$ cat src/rtl/rega_multizona.sv
// rega_multizona - multi-zone irrigation controller fed by one tank.
//
// Purpose:
//   Debounces the tank level probes into a level (nivel) and an error flag
//   (ERRO), drives the tank inlet valve with hysteresis, raises the alarm,
//   and waters ZONES zones one at a time in round-robin order. Each watering
//   cycle is a timed sprinkler (aspersao) or drip (gotejamento) run followed
//   by a short pause.
//
// Ports:
//   clock       in   system clock
//   reset_n     in   asynchronous active-low reset
//   H, M, L     in   tank level probes high/medium/low, 1 = water present
//   Us          in   per-zone soil dry flag, 1 = dry
//   Ua          in   air humidity high flag
//   T           in   temperature high flag
//   Ve          out  tank inlet valve, 1 = open
//   Al          out  alarm
//   ERRO        out  debounced invalid probe pattern
//   nivel       out  0 critical, 1 low, 2 medium, 3 high
//   Bs          out  sprinkler valve per zone, one-hot or zero
//   Vs          out  drip valve per zone, one-hot or zero
//   zona_ativa  out  zone being watered or last watered
//   ocupado     out  high while a zone is being watered
module rega_multizona #(
  parameter int ZONES    = 4,
  parameter int ZW       = 2,
  parameter int DEBOUNCE = 1000,
  parameter int TICK_DIV = 50000,
  parameter int T_ASP    = 30,
  parameter int T_GOT    = 60,
  parameter int T_PAUSA  = 5
) (
  input  logic             clock,
  input  logic             reset_n,
  input  logic             H,
  input  logic             M,
  input  logic             L,
  input  logic [ZONES-1:0] Us,
  input  logic             Ua,
  input  logic             T,
  output logic             Ve,
  output logic             Al,
  output logic             ERRO,
  output logic [1:0]       nivel,
  output logic [ZONES-1:0] Bs,
  output logic [ZONES-1:0] Vs,
  output logic [ZW-1:0]    zona_ativa,
  output logic             ocupado
);

  localparam int DW     = $clog2(DEBOUNCE + 1);
  localparam int PW     = $clog2(TICK_DIV);
  localparam int T_RUN  = (T_ASP > T_GOT) ? T_ASP : T_GOT;
  localparam int T_MAX  = (T_RUN > T_PAUSA) ? T_RUN : T_PAUSA;
  localparam int CW     = $clog2(T_MAX + 1);
  localparam logic [ZW:0]   ZONES_X   = (ZW+1)'(ZONES);
  localparam logic [ZW-1:0] ZONE_LAST = ZW'(ZONES - 1);

  typedef enum logic [1:0] {S_IDLE, S_SELECT, S_REGA, S_PAUSA} estado_t;

  // ---------------- level debounce and decode ----------------
  logic [2:0]    w_hml;
  logic [2:0]    r_amostra;
  logic [DW-1:0] r_db_cnt;
  logic [1:0]    r_nivel;
  logic          r_erro;
  logic          r_nivel_ok;  // a first pattern has been accepted since reset

  assign w_hml = {H, M, L};

  // r_db_cnt holds how many consecutive samples matched r_amostra (saturating).
  // Acceptance is driven only by that count, so a pattern that was stable
  // long enough is still taken even if the input moves on the same edge.
  always_ff @(posedge clock or negedge reset_n) begin
    if (!reset_n) begin
      r_amostra  <= 3'b000;
      r_db_cnt   <= '0;
      r_nivel    <= 2'd0;
      r_erro     <= 1'b0;
      r_nivel_ok <= 1'b0;
    end else begin
      if (w_hml != r_amostra) begin
        r_amostra <= w_hml;
        r_db_cnt  <= DW'(1);
      end else if (r_db_cnt != DW'(DEBOUNCE)) begin
        r_db_cnt <= r_db_cnt + 1'b1;
      end
      if (r_db_cnt == DW'(DEBOUNCE)) begin
        r_nivel_ok <= 1'b1;
        case (r_amostra)
          3'b000:  begin r_nivel <= 2'd0; r_erro <= 1'b0; end
          3'b001:  begin r_nivel <= 2'd1; r_erro <= 1'b0; end
          3'b011:  begin r_nivel <= 2'd2; r_erro <= 1'b0; end
          3'b111:  begin r_nivel <= 2'd3; r_erro <= 1'b0; end
          default: r_erro <= 1'b1;  // nivel keeps its last good value
        endcase
      end
    end
  end

  // ---------------- inlet valve and alarm ----------------
  // Until the first debounced pattern arrives the reset level 0 is not a real
  // measurement, so valve and alarm stay quiet instead of reacting to it.
  logic r_ve;
  logic r_al;

  always_ff @(posedge clock or negedge reset_n) begin
    if (!reset_n) begin
      r_ve <= 1'b0;
      r_al <= 1'b0;
    end else if (r_nivel_ok) begin
      if (r_nivel <= 2'd1 && !r_erro)
        r_ve <= 1'b1;
      else if (r_nivel == 2'd3 || r_erro)
        r_ve <= 1'b0;
      r_al <= r_erro | (r_nivel == 2'd0);
    end
  end

  // ---------------- timing tick ----------------
  logic [PW-1:0] r_pre;
  logic          w_tick;

  assign w_tick = (r_pre == PW'(TICK_DIV - 1));

  always_ff @(posedge clock or negedge reset_n) begin
    if (!reset_n) r_pre <= '0;
    else          r_pre <= w_tick ? '0 : r_pre + 1'b1;
  end

  // ---------------- zone search ----------------
  logic          w_perm;
  logic          w_asp;
  logic [ZONES-1:0] w_rot;
  logic          w_found;
  logic [ZW:0]   w_off;
  logic [ZW:0]   w_sum;
  logic [ZW:0]   w_sel_x;
  logic [ZW-1:0] w_sel;
  logic [ZW-1:0] r_ptr;

  assign w_perm = r_nivel_ok & ~r_erro & (r_nivel != 2'd0);
  assign w_asp  = (r_nivel >= 2'd2) & ~T & ~Ua;

  // Rotating by the pointer puts the search start at bit 0; the lowest set
  // bit of w_rot is the first dry zone at or after the pointer.
  assign w_rot = ZONES'({Us, Us} >> r_ptr);

  always_comb begin
    w_found = 1'b0;
    w_off   = '0;
    for (int k = ZONES - 1; k >= 0; k--) begin
      if (w_rot[k]) begin
        w_found = 1'b1;
        w_off   = (ZW+1)'(k);
      end
    end
  end

  assign w_sum   = {1'b0, r_ptr} + w_off;
  assign w_sel_x = (w_sum >= ZONES_X) ? w_sum - ZONES_X : w_sum;
  assign w_sel   = w_sel_x[ZW-1:0];

  // ---------------- scheduler FSM ----------------
  estado_t       r_estado, w_estado_nxt;
  logic [CW-1:0] r_cnt, w_cnt_nxt;
  logic [ZW-1:0] r_zona, w_zona_nxt;
  logic [ZW-1:0] w_ptr_nxt;
  logic          r_asp, w_asp_nxt;

  always_ff @(posedge clock or negedge reset_n) begin
    if (!reset_n) begin
      r_estado <= S_IDLE;
      r_cnt    <= '0;
      r_zona   <= '0;
      r_ptr    <= '0;
      r_asp    <= 1'b0;
    end else begin
      r_estado <= w_estado_nxt;
      r_cnt    <= w_cnt_nxt;
      r_zona   <= w_zona_nxt;
      r_ptr    <= w_ptr_nxt;
      r_asp    <= w_asp_nxt;
    end
  end

  always_comb begin
    w_estado_nxt = r_estado;
    w_cnt_nxt    = r_cnt;
    w_zona_nxt   = r_zona;
    w_ptr_nxt    = r_ptr;
    w_asp_nxt    = r_asp;
    case (r_estado)
      S_IDLE: begin
        if (w_tick && w_perm) w_estado_nxt = S_SELECT;
      end
      S_SELECT: begin
        if (w_found) begin
          w_zona_nxt   = w_sel;
          w_ptr_nxt    = (w_sel == ZONE_LAST) ? '0 : w_sel + 1'b1;
          w_asp_nxt    = w_asp;  // mode is frozen for the whole run
          w_cnt_nxt    = w_asp ? CW'(T_ASP) : CW'(T_GOT);
          w_estado_nxt = S_REGA;
        end else begin
          w_estado_nxt = S_IDLE;
        end
      end
      S_REGA: begin
        // Abort and early stop win over the tick; all exits lead to the pause.
        if (!w_perm || !Us[r_zona]) begin
          w_estado_nxt = S_PAUSA;
          w_cnt_nxt    = CW'(T_PAUSA);
        end else if (w_tick) begin
          if (r_cnt == CW'(1)) begin
            w_estado_nxt = S_PAUSA;
            w_cnt_nxt    = CW'(T_PAUSA);
          end else begin
            w_cnt_nxt = r_cnt - 1'b1;
          end
        end
      end
      S_PAUSA: begin
        if (w_tick) begin
          if (r_cnt == CW'(1)) begin
            w_estado_nxt = S_IDLE;
            w_cnt_nxt    = '0;
          end else begin
            w_cnt_nxt = r_cnt - 1'b1;
          end
        end
      end
      default: w_estado_nxt = S_IDLE;
    endcase
  end

  // ---------------- outputs ----------------
  // Valves decode straight from registered state, so they drop on the same
  // edge that leaves REGA and immediately on an asynchronous reset.
  logic [ZONES-1:0] w_um;
  logic             w_rega;

  assign w_um   = {{(ZONES-1){1'b0}}, 1'b1} << r_zona;
  assign w_rega = (r_estado == S_REGA);

  assign Bs         = (w_rega &&  r_asp) ? w_um : '0;
  assign Vs         = (w_rega && !r_asp) ? w_um : '0;
  assign ocupado    = w_rega;
  assign zona_ativa = r_zona;
  assign nivel      = r_nivel;
  assign ERRO       = r_erro;
  assign Ve         = r_ve;
  assign Al         = r_al;

endmodule
$ cat config.mk
export PLATFORM = sky130hd
export DESIGN_NAME = rega_multizona
export DESIGN_NICKNAME = d
export VERILOG_FILES = /design/src/rtl/rega_multizona.sv
export SDC_FILE = /design/constraint.sdc
export NUM_CORES = 1
export LEC_CHECK = 0
export BUFFER_PORTS_ARGS = -buffer_cell sky130_fd_sc_hd__buf_2
export CORE_ASPECT_RATIO = 1.25
export CORE_UTILIZATION = 28
export DETAILED_ROUTE_END_ITERATION = 10
export PLACE_DENSITY = 0.5
export REMOVE_ABC_BUFFERS = 1
export SLEW_MARGIN = 20
export SYNTH_ARGS = -nofsm -noshare
export SYNTH_HDL_FRONTEND = slang
export SYNTH_SLANG_ARGS = --single-unit
$ cat constraint.sdc
create_clock -name clock -period 2.7 [get_ports clock]
set_input_delay 0.405 -clock clock [delete_from_list [all_inputs] [get_ports clock]]
set_output_delay 0.405 -clock clock [all_outputs]
set_load 0.02 [all_outputs]
; ---- Word-level counts from Yosys, hierarchy flattened
; Index checks and enable logic that the tools add are counted.
[totals]
ff_bits = 48
in_bits = 11
[op_classes]
reduce_logical = 24
n_eq_ne = 19
n_addsub = 6
n_mux = 37
n_lt_le_gt_ge = 4
shift = 2
bitwise = 8
[op_table]
columns = cell, count
row1 = $mux 6, 7
row2 = $mux 10, 2
row3 = $mux 2, 10
row4 = $pmux 6 s3, 1
row5 = $add 16x1->16 const B, 1
row6 = $eq 16x16->1 const B, 1
row7 = $mux 16, 1
row8 = $pmux 2 s4, 2
row9 = $add 10x1->10 const B, 1
row10 = $eq 10x10->1 const B, 1
row11 = $ne 10x10->1 const B, 1
row12 = $mux 3, 3
row13 = $eq 2x2->1 const B, 4
row14 = $mux 1, 8
row15 = $mux 4, 2
row16 = $ne 2x2->1 const B, 4
row17 = $shr 8x2->4, 1
row18 = $eq 6x1->1 const B, 1
row19 = $reduce_and 2->1, 3
row20 = $reduce_bool 2->1, 3
row21 = $sub 6x1->6 const B, 1
row22 = $reduce_and 5->1, 1
row23 = $and 1x1->1, 4
row24 = $logic_and 1x1->1, 4
row25 = other kinds (26), 33

; ---- Longest topological paths before layout
; Gate-level depths: netlist of the first run.
[depth]
depth_word = 10
ltp_mapped = 12

; ---- Worst setup path after synthesis of the first run
; OpenSTA, ideal clock, no wires.
[synth_timing]
kind = reg-to-reg
start = reg r_ptr[1]
end = reg r_ptr[1]
required_ns = 2.568
slack_ns = 0.383
path_stages_with_launch = 12
n_path_buf = 1
arrival_time_ns = 2.185
cell_sequence = dfrtp_1 clkbuf_1 nand2_1 a21oi_1 nor2_1 a211oi_1 a21oi_1 ha_1 nor4_1 and4_1 nand4bb_1 o211ai_1
[synth_between]
elab_chain_cells = 10
[synth_lines]
columns = item, line_no
row1 = from (decl), 141  ; logic [ZW-1:0] r_ptr;
row2 = from (signal assigned), 183  ; r_ptr <= w_ptr_nxt;
row3 = $shr 8x2->4, 148  ; assign w_rot = ZONES'({Us, Us} >> r_ptr);
row4 = $mux 2, 154  ; if (w_rot[k]) begin
row5 = $mux 3 (3 in a row), 154
row6 = $add 2x3->3 (*), 161  ; assign w_sum = {1'b0, r_ptr} + w_off;
row7 = $ge 3x3->1 or $sub 2x1->2 (tied branches), 162  ; assign w_sel_x = (w_sum >= ZONES_X) ? w_sum - ZONES_X : w_sum;
row8 = $mux 2 (*), 162
row9 = named net w_sel_x[0], 139  ; logic [ZW:0] w_sel_x;
row10 = $add 2x1->2 or $eq 2x2->1 (tied branches), 201  ; w_ptr_nxt = (w_sel == ZONE_LAST) ? '0 : w_sel + 1'b1;
row11 = $mux 2 (*), 201
; The timed path passes the listed nets; every way through them passes the cells marked *.
; A chain may end at the register's enable or synchronous reset.

; ---- Final worst setup path of the first run
; Ends and elaborated chain as after synthesis.

==> results of run 1 <==
-- routing by layer --
layer / GRT usage, % / up-vias
met3: 1.800 / 5
met2: 20.45 / 20
met4: 5.185 / 0
li1: - / 1148
met1: 14.96 / 1090
met5: 0 / -
-- worst register-to-register path: cells and delay by family (launching register included) --
kind	cells	cell delay (ns)
flip-flops	1	0.52
AND/OR/NAND/NOR	5	0.90
adder cells (fa/ha/maj)	1	0.39
AO/OA/AOI/OAI	4	0.52
-- Yosys cell counts, types with 7 or more instances --
cell	number	area share [%]
nand2b_1	7	1.6
xor2_1	11	3.4
inv_1	15	2.0
o21ai_0	12	2.1
nand3_1	16	2.8
nand2_1	25	3.3
nor2_1	33	4.4
xnor2_1	13	4.0
nor3_1	8	1.4
dfrtp_1	48	43
a21oi_1	10	1.8
or3_1	8	1.8
clkbuf_1	8	1.1
-- final timing paths --
path	startpoint	to	slack, ns	depth (start not counted)
setup / recovery	r_ptr[1]	r_ptr[1]	0.26	10
hold / removal	L	r_amostra[0]	0.25	1
setup reg to reg	r_ptr[1]	r_ptr[1]	0.26	10
hold reg to reg	r_pre[0]	r_pre[0]	0.49	1
max in group asynchronous	reset_n	zona_ativa[1]	1.66	3
min in group asynchronous	reset_n	r_db_cnt[6]	0.49	2
-- kinds of logic after synthesis --
kind of cell | count (synthesis)
adders and majority gates | 6
xor gates and xnor gates | 24
muxes | 5
AOI/OAI and AO/OA | 57
buffers and inverters | 25
DFF | 48
and+or+nand+nor | 140
-- cell usage in the layout, fill, tap and decap left out, drive strengths merged, types with 2 or more instances in the layout --
cell     count
nand3       16
a21oi       10
nor2b        5
mux2i        3
a211o        2
nand4        4
nor4         6
or3b         3
nand4bb      2
clkbuf       5
nor2        33
o311ai       2
nor3b        2
o31ai        3
nand2b       7
ha           6
o22ai        2
o32ai        2
a22o         2
nor3         8
and3         6
or2          2
dfrtp       48
or3          8
a2bb2oi      3
o21ai       17
xnor2       13
xor2        11
inv         15
o21a         3
and3b        2
a31oi        3
buf         31
nand3b       6
nand2       25
-- power breakdown --
group,switching [mW],internal [mW],total [mW]
Clock,0.254,0.336,0.590
Sequential,0.0227,0.733,0.756
Combinational,0.0801,0.0568,0.137
-- cell type report --
class	count	area [µm²]
Clock buffer	5	125.1
Clock inverter	2	12.51
Fill cell	1050	6471
Inverter	15	56.30
Multi-Input combinational cell	232	1508
Sequential cell	48	1201
Tap cell	126	157.7
Timing Repair Buffer	32	177.7
-- per-stage QoR --
| stage | cells | setup slack, ns | area, µm² | hold WS, ns | util (%) |
|---|---|---|---|---|---|
| floorplan | 295 | 0.5127 | 2765 | 0.1094 | - |
| global placement | 452 | 0.2695 | 3090 | 0.2613 | 31.83 |
| detailed placement | 452 | 0.2352 | 3090 | 0.2603 | 31.83 |
| CTS | 460 | 0.2917 | 3238 | 0.2397 | 33.35 |
| global route | 460 | 0.04738 | 3238 | 0.2414 | 33.35 |
| finish | 460 | 0.2564 | 3238 | 0.2461 | 33.35 |
-- sequential cells by signal (all words and copies together), names as in the netlist, named ones only --
register    cells
r_cnt           6
r_asp           1
r_pre          16
ERRO            1
Al              1
nivel           2
Ve              1
r_db_cnt       10
r_amostra       3
r_ptr           2
r_nivel_ok      1
r_estado        1
zona_ativa      2
==> impl_metrics.env, run 1 <==
export IMPL_status="finished, final reports clean"
export IMPL_worst_path_max_delay_cell="dfrtp_1"
export IMPL_routed_via_density=4.920
export IMPL_hold_viol=0
export IMPL_worstSetupStartpointType="flop"
export IMPL_coreArea_mm2=0.009709
export IMPL_seq_area_frac_synth_pct=42.72
export IMPL_synth_distinct_cells=57
export IMPL_syn_to_final_growth_pct=15.18
export IMPL_num_antenna_cells=0
export IMPL_hold_class="primary input to flop"
export IMPL_wl_per_cell_um=12.56
export IMPL_clock_path_buffers=2
export IMPL_tightest_slew_ns=0.6125
export IMPL_drt_met1_wl_um=2716
export IMPL_skew_ns=0.003940
export IMPL_die_w_um=91.63
export IMPL_totalWireLength_um=5776
export IMPL_cpMostUsedCell="a21oi_1"
export IMPL_grt_max_degree=25
export IMPL_holdBufCountCts=1
export IMPL_critPathBufInv=0
export IMPL_drt_initial_drc_count=137
export IMPL_synth_top_family_by_area="simple AND/OR/NAND/NOR gates"
export IMPL_cts_sinks=48
export IMPL_grtUsageTotal_pct=11.96
export IMPL_synth_edf_count=0
export IMPL_fin_crit_sh_pct=90.50
export IMPL_globalplace_congestion=0.8321
export IMPL_slew_violations=0
export IMPL_antenna_found_initial=0
export IMPL_synth_xor_area_share_pct=7.477
export IMPL_peakVddDrop_mv=0.2465
export IMPL_clk_pin_slew_worst_paths_ns=0.06
export IMPL_cp_data_arrival_time_ns=2.61
export IMPL_synth_ff_type="dfrtp_1"
export IMPL_dr_wl_met2_um=2869
export IMPL_critPathMaxFanout=11
export IMPL_syn_avg_cell_area_um2=9.218
export IMPL_num_rows=40
export IMPL_die_area_mm2=0.01045
export IMPL_setup_viol=0
export IMPL_syn_instance_count=305
export IMPL_p_total_mw=1.483
export IMPL_pin_count=27
export IMPL_first_pass_iters=4
export IMPL_grt_pass1_vias=2211
export IMPL_relSlewSlack_pct=59.08
export IMPL_clk_latency_ns=0.28
export IMPL_post_route_min_period_ns=2.444
export IMPL_initial_core_util_pct=28.96
export IMPL_numPortBuffers=26
export IMPL_nNetsFinal=351
export IMPL_powerDensity_mw_per_mm2=457.9
export IMPL_crit_chain="nand2_1 > a21oi_1 > nor2_1 > a211oi_1 > a21oi_1 > ha_1 > nor4_1 > and4_1 > nand4bb_1 > o211ai_1"
export IMPL_max_clock_freq_mhz=409.2
export IMPL_end_kind="flop"
export IMPL_critical_path_top_delay_family="simple AND/OR/NAND/NOR gates"
export IMPL_drtAntennaViolNets=0
export IMPL_synth_simple_area_share_pct=27.59
export IMPL_dpl_hpwl_um=4320
export IMPL_p_leak_nw=1.381
export IMPL_dr_wl_met3_um=97
export IMPL_overflow=0
export IMPL_layout_drive_gt1_share_pct=13.77
export IMPL_vias=2263
export IMPL_grt_pass1_wl_um=10110
export IMPL_syn_cell_area_mm2=0.002811
export IMPL_grt_setup_unrepaired="false"
export IMPL_required_ns=2.86
export IMPL_synth_compound_area_share_pct=13.62
export IMPL_htree_levels=2
export IMPL_cts_root_buf="clkbuf_16"
export IMPL_cts_tree="done"
export IMPL_postCtsSetupRepairBufs=0
export IMPL_cts_resized=0
export IMPL_synth_adder_area_share_pct=2.670
export IMPL_ys_warn_count=0
export IMPL_synth_mux_area_share_pct=2.270
export IMPL_cts_buffers=5
export IMPL_synth_seq_cells=48
export IMPL_maxCapViolations=0
export IMPL_route_detailed_drc=0
export IMPL_highest_layer="met4"
export IMPL_crit_type="flop to flop"
export IMPL_async_flop_share_pct=100.0
export IMPL_fin_tns_setup_ns=0
export IMPL_dieHeight_um=114.0
export IMPL_cp_slowest_stage_delay_ns=0.52
No activity file was read; power rests on OpenSTA's default activity.
==> inputs of run 2 (changes only) <==
ABC_AREA = 1   (was not set)
CORE_UTILIZATION = 50   (was 28)
PLACE_DENSITY = 0.75   (was 0.5)
==> run 2 against run 1 <==
The flow now finishes with violations (hold timing). Clock power fell by 17%. Register-to-register slack improved by 0.58 ns. Power fell by 14%. Sequential power fell by 3.7%. Sequential share of layout area rose by 1.9 points. Utilization rose by 24 points. Clock skew rose by 0.0058 ns. Critical path type is now flop to output pin. Critical endpoint is now Vs[2].
==> impl_metrics.env, run 2 <==
export IMPL_ys_warn_count=0
export IMPL_gr_usage_met1_pct=21.81
export IMPL_cts_tree="done"
export IMPL_critical_path_top_delay_family="flip-flops"
export IMPL_critPathBufInv=2
export IMPL_clk_latency_ns=0.30
export IMPL_grt_max_degree=34
export IMPL_tightest_slew_ns=0.4720
export IMPL_dpl_hpwl_um=4234
export IMPL_numPortBuffers=26
export IMPL_synth_seq_cells=48
export IMPL_met3_usage_pct=3.173
export IMPL_layout_drive_gt1_share_pct=12.44
export IMPL_yosys_top_cells_count="nand2_1, inv_1, dfrtp_1"
export IMPL_dieHeight_um=85.80
export IMPL_syn_instance_count=376
export IMPL_violations="hold timing"
export IMPL_crit_type="flop to output pin"
export IMPL_multiInputGateArea_mm2=0.001360
export IMPL_synth_distinct_cells=31
export IMPL_worst_path_max_delay_cell="dfrtp_1"
export IMPL_largest_register_ffs=16
export IMPL_vias=2538
export IMPL_totalWireLength_um=5455
export IMPL_seq_area_frac_synth_pct=42.76
export IMPL_critPathMaxFanout=10
export IMPL_skew_ns=0.009785
export IMPL_use_met2_pct=37.60
export IMPL_setup_viol=0
export IMPL_drtAntennaViolNets=0
export IMPL_die_w_um=69.04
export IMPL_clk_pin_slew_worst_paths_ns=0.09
export IMPL_syn_avg_cell_area_um2=7.471
export IMPL_final_cell_mix="nand2_1, inv_1, dfrtp_1"
export IMPL_routed_via_density=5.446
export IMPL_seq_area_mm2=0.001201
export IMPL_postCtsSetupRepairBufs=0
export IMPL_grt_pass1_wl_um=9515
export IMPL_initial_core_util_pct=51.97
export IMPL_required_ns=2.30
export IMPL_peakVddDrop_mv=0.3183
export IMPL_syn_to_final_growth_pct=9.621
export IMPL_post_route_min_period_ns=2.026
export IMPL_top_register="r_pre"
export IMPL_crit_chain="inv_4 > nor2_2 > nand2_1 > nor3_1 > buf_2"
export IMPL_grt_busiest_layer="met2"
export IMPL_mostFrequentLayoutCell="nand2_1"
export IMPL_powerDensity_mw_per_mm2=416.3
export IMPL_p_total_mw=1.282
export IMPL_yosysMostFrequentCell="nand2_1"
export IMPL_yosysTopAreaCell="dfrtp_1"
export IMPL_num_antenna_cells=0
export IMPL_timing_rr_start="r_ptr[0]"
export IMPL_cts_resized=0
export IMPL_cts_root_buf="clkbuf_8"
export IMPL_die_area_mm2=0.005924
export IMPL_synth_edf_count=0
export IMPL_fill_cells=516
export IMPL_pin_count=27
export IMPL_synth_top_area_share_pct=42.76
export IMPL_async_flop_share_pct=100.0
export IMPL_hold_class="primary input to async pin"
export IMPL_fin_crit_sh_pct=75.02
export IMPL_grt_pass1_vias=2342
export IMPL_coreArea_mm2=0.005405
export IMPL_nNetsFinal=420
export IMPL_antenna_found_initial=0
export IMPL_worstSetupStartpointType="flop"
export IMPL_synthTopCellsByArea="dfrtp_1, nand2_1, nand3_1"
export IMPL_reg_top3="r_pre (16), r_db_cnt (10), r_cnt (6)"
export IMPL_end_kind="output pin"
export IMPL_status="complete, but fails checks"
export IMPL_slew_violations=0
export IMPL_whs_ns=-0.002188
export IMPL_hold_viol=5
export IMPL_max_clock_freq_mhz=493.7
export IMPL_drt_initial_drc_count=116
export IMPL_cts_buffers=5
export IMPL_num_rows=30
export IMPL_p_leak_nw=1.549
export IMPL_syn_cell_area_mm2=0.002809
export IMPL_cp_data_arrival_time_ns=1.62
export IMPL_cp_slowest_stage_delay_ns=0.56
export IMPL_globalplace_congestion=0.9006
export IMPL_relSlewSlack_pct=68.24
export IMPL_grtUsageTotal_pct=19.58
export IMPL_wl_per_cell_um=11.71
export IMPL_grt_setup_unrepaired="false"
export IMPL_overflow=0
export IMPL_clock_path_buffers=2
export IMPL_htree_levels=2
export IMPL_cts_sinks=48
export IMPL_first_pass_iters=5
export IMPL_route_detailed_drc=0
export IMPL_holdBufCountCts=0
export IMPL_fin_tns_setup_ns=0
export IMPL_postLayoutCoreUtil_pct=56.97
export IMPL_synth_ff_type="dfrtp_1"
export IMPL_maxCapViolations=0
run 2: cell count changes after synthesis, moves of 5 or more:
cell and delta:
a21oi_1 +6, and3_1 -6, clkbuf_1 -5, inv_1 +35, nand2_1 +71, nand2b_1 -7
nand3_1 +22, nand3b_1 -5, nand4_1 +5, nor2b_1 -5, or3_1 -8, xnor2_1 -8
run 2: report_power, final:
part           total (mW)  switching (mW)  internal (mW)
clock network       0.491           0.225          0.266
registers           0.728         0.00433          0.724
logic              0.0632          0.0416         0.0216
total                1.28           0.271           1.01
run 2: cells by family after synthesis:
| kind of cell | share of synthesized area [%] |
|---|---|
| compound gates | 6.860 |
| xor+xnor | 4.989 |
| fa+ha+maj | 2.673 |
| buf+inv | 8.820 |
| flops | 42.76 |
| simple gates | 33.90 |
run 2: cell type report:
| cell class | instances | area share, % |
|---|---|---|
| clock buffers | 5 | 2.235 |
| clock inverters | 1 | 0.9752 |
| inverters | 53 | 6.542 |
| multi-input cells | 268 | 44.17 |
| flip-flops and latches | 48 | 39.01 |
| well taps | 64 | 2.601 |
| repair buffers | 27 | 4.470 |
run 2: path summary, 6_finish.rpt:
check | endpoint | slack [ns] | cells after the start
setup / recovery | Vs[2] | 0.67 | 5
hold / removal | r_cnt[5] | -0.002 | 1
setup reg to reg | r_ptr[1] | 0.84 | 13
hold reg to reg | r_pre[0] | 0.47 | 1
max in group asynchronous | r_pre[8] | 1.97 | 2
min in group clock | r_amostra[0] | 0.24 | 1
run 2: worst reg2reg max path, cell delays in order (launching register included):
cell and delay [ns]:
dfrtp_1 0.47, inv_2 0.08, nand2_1 0.09, nand3_1 0.07, nand2_1 0.13, nand3_1 0.08
a21boi_0 0.16, ha_1 0.18, xnor2_1 0.13, nand3_1 0.12, nand2_1 0.10, nand2_1 0.06
nand3_1 0.06, nand2_1 0.05
run 2: per-layer routing:
| metal | part of all wire (%) | routed length (µm) |
|---|---|---|
| met5 | 0 | 0 |
| met4 | 1.8 | 97 |
| met3 | 4.7 | 257 |
| met2 | 52 | 2823 |
| met1 | 42 | 2276 |
run 2: stage by stage:
stage	worst slack [ns]	std cells	instance area, µm²
floorplan	0.8339	369	2763
global placement	0.8938	460	2980
detailed placement	0.8395	460	2980
CTS	0.6971	466	3079
global route	0.4712	466	3079
finish	0.6745	466	3079
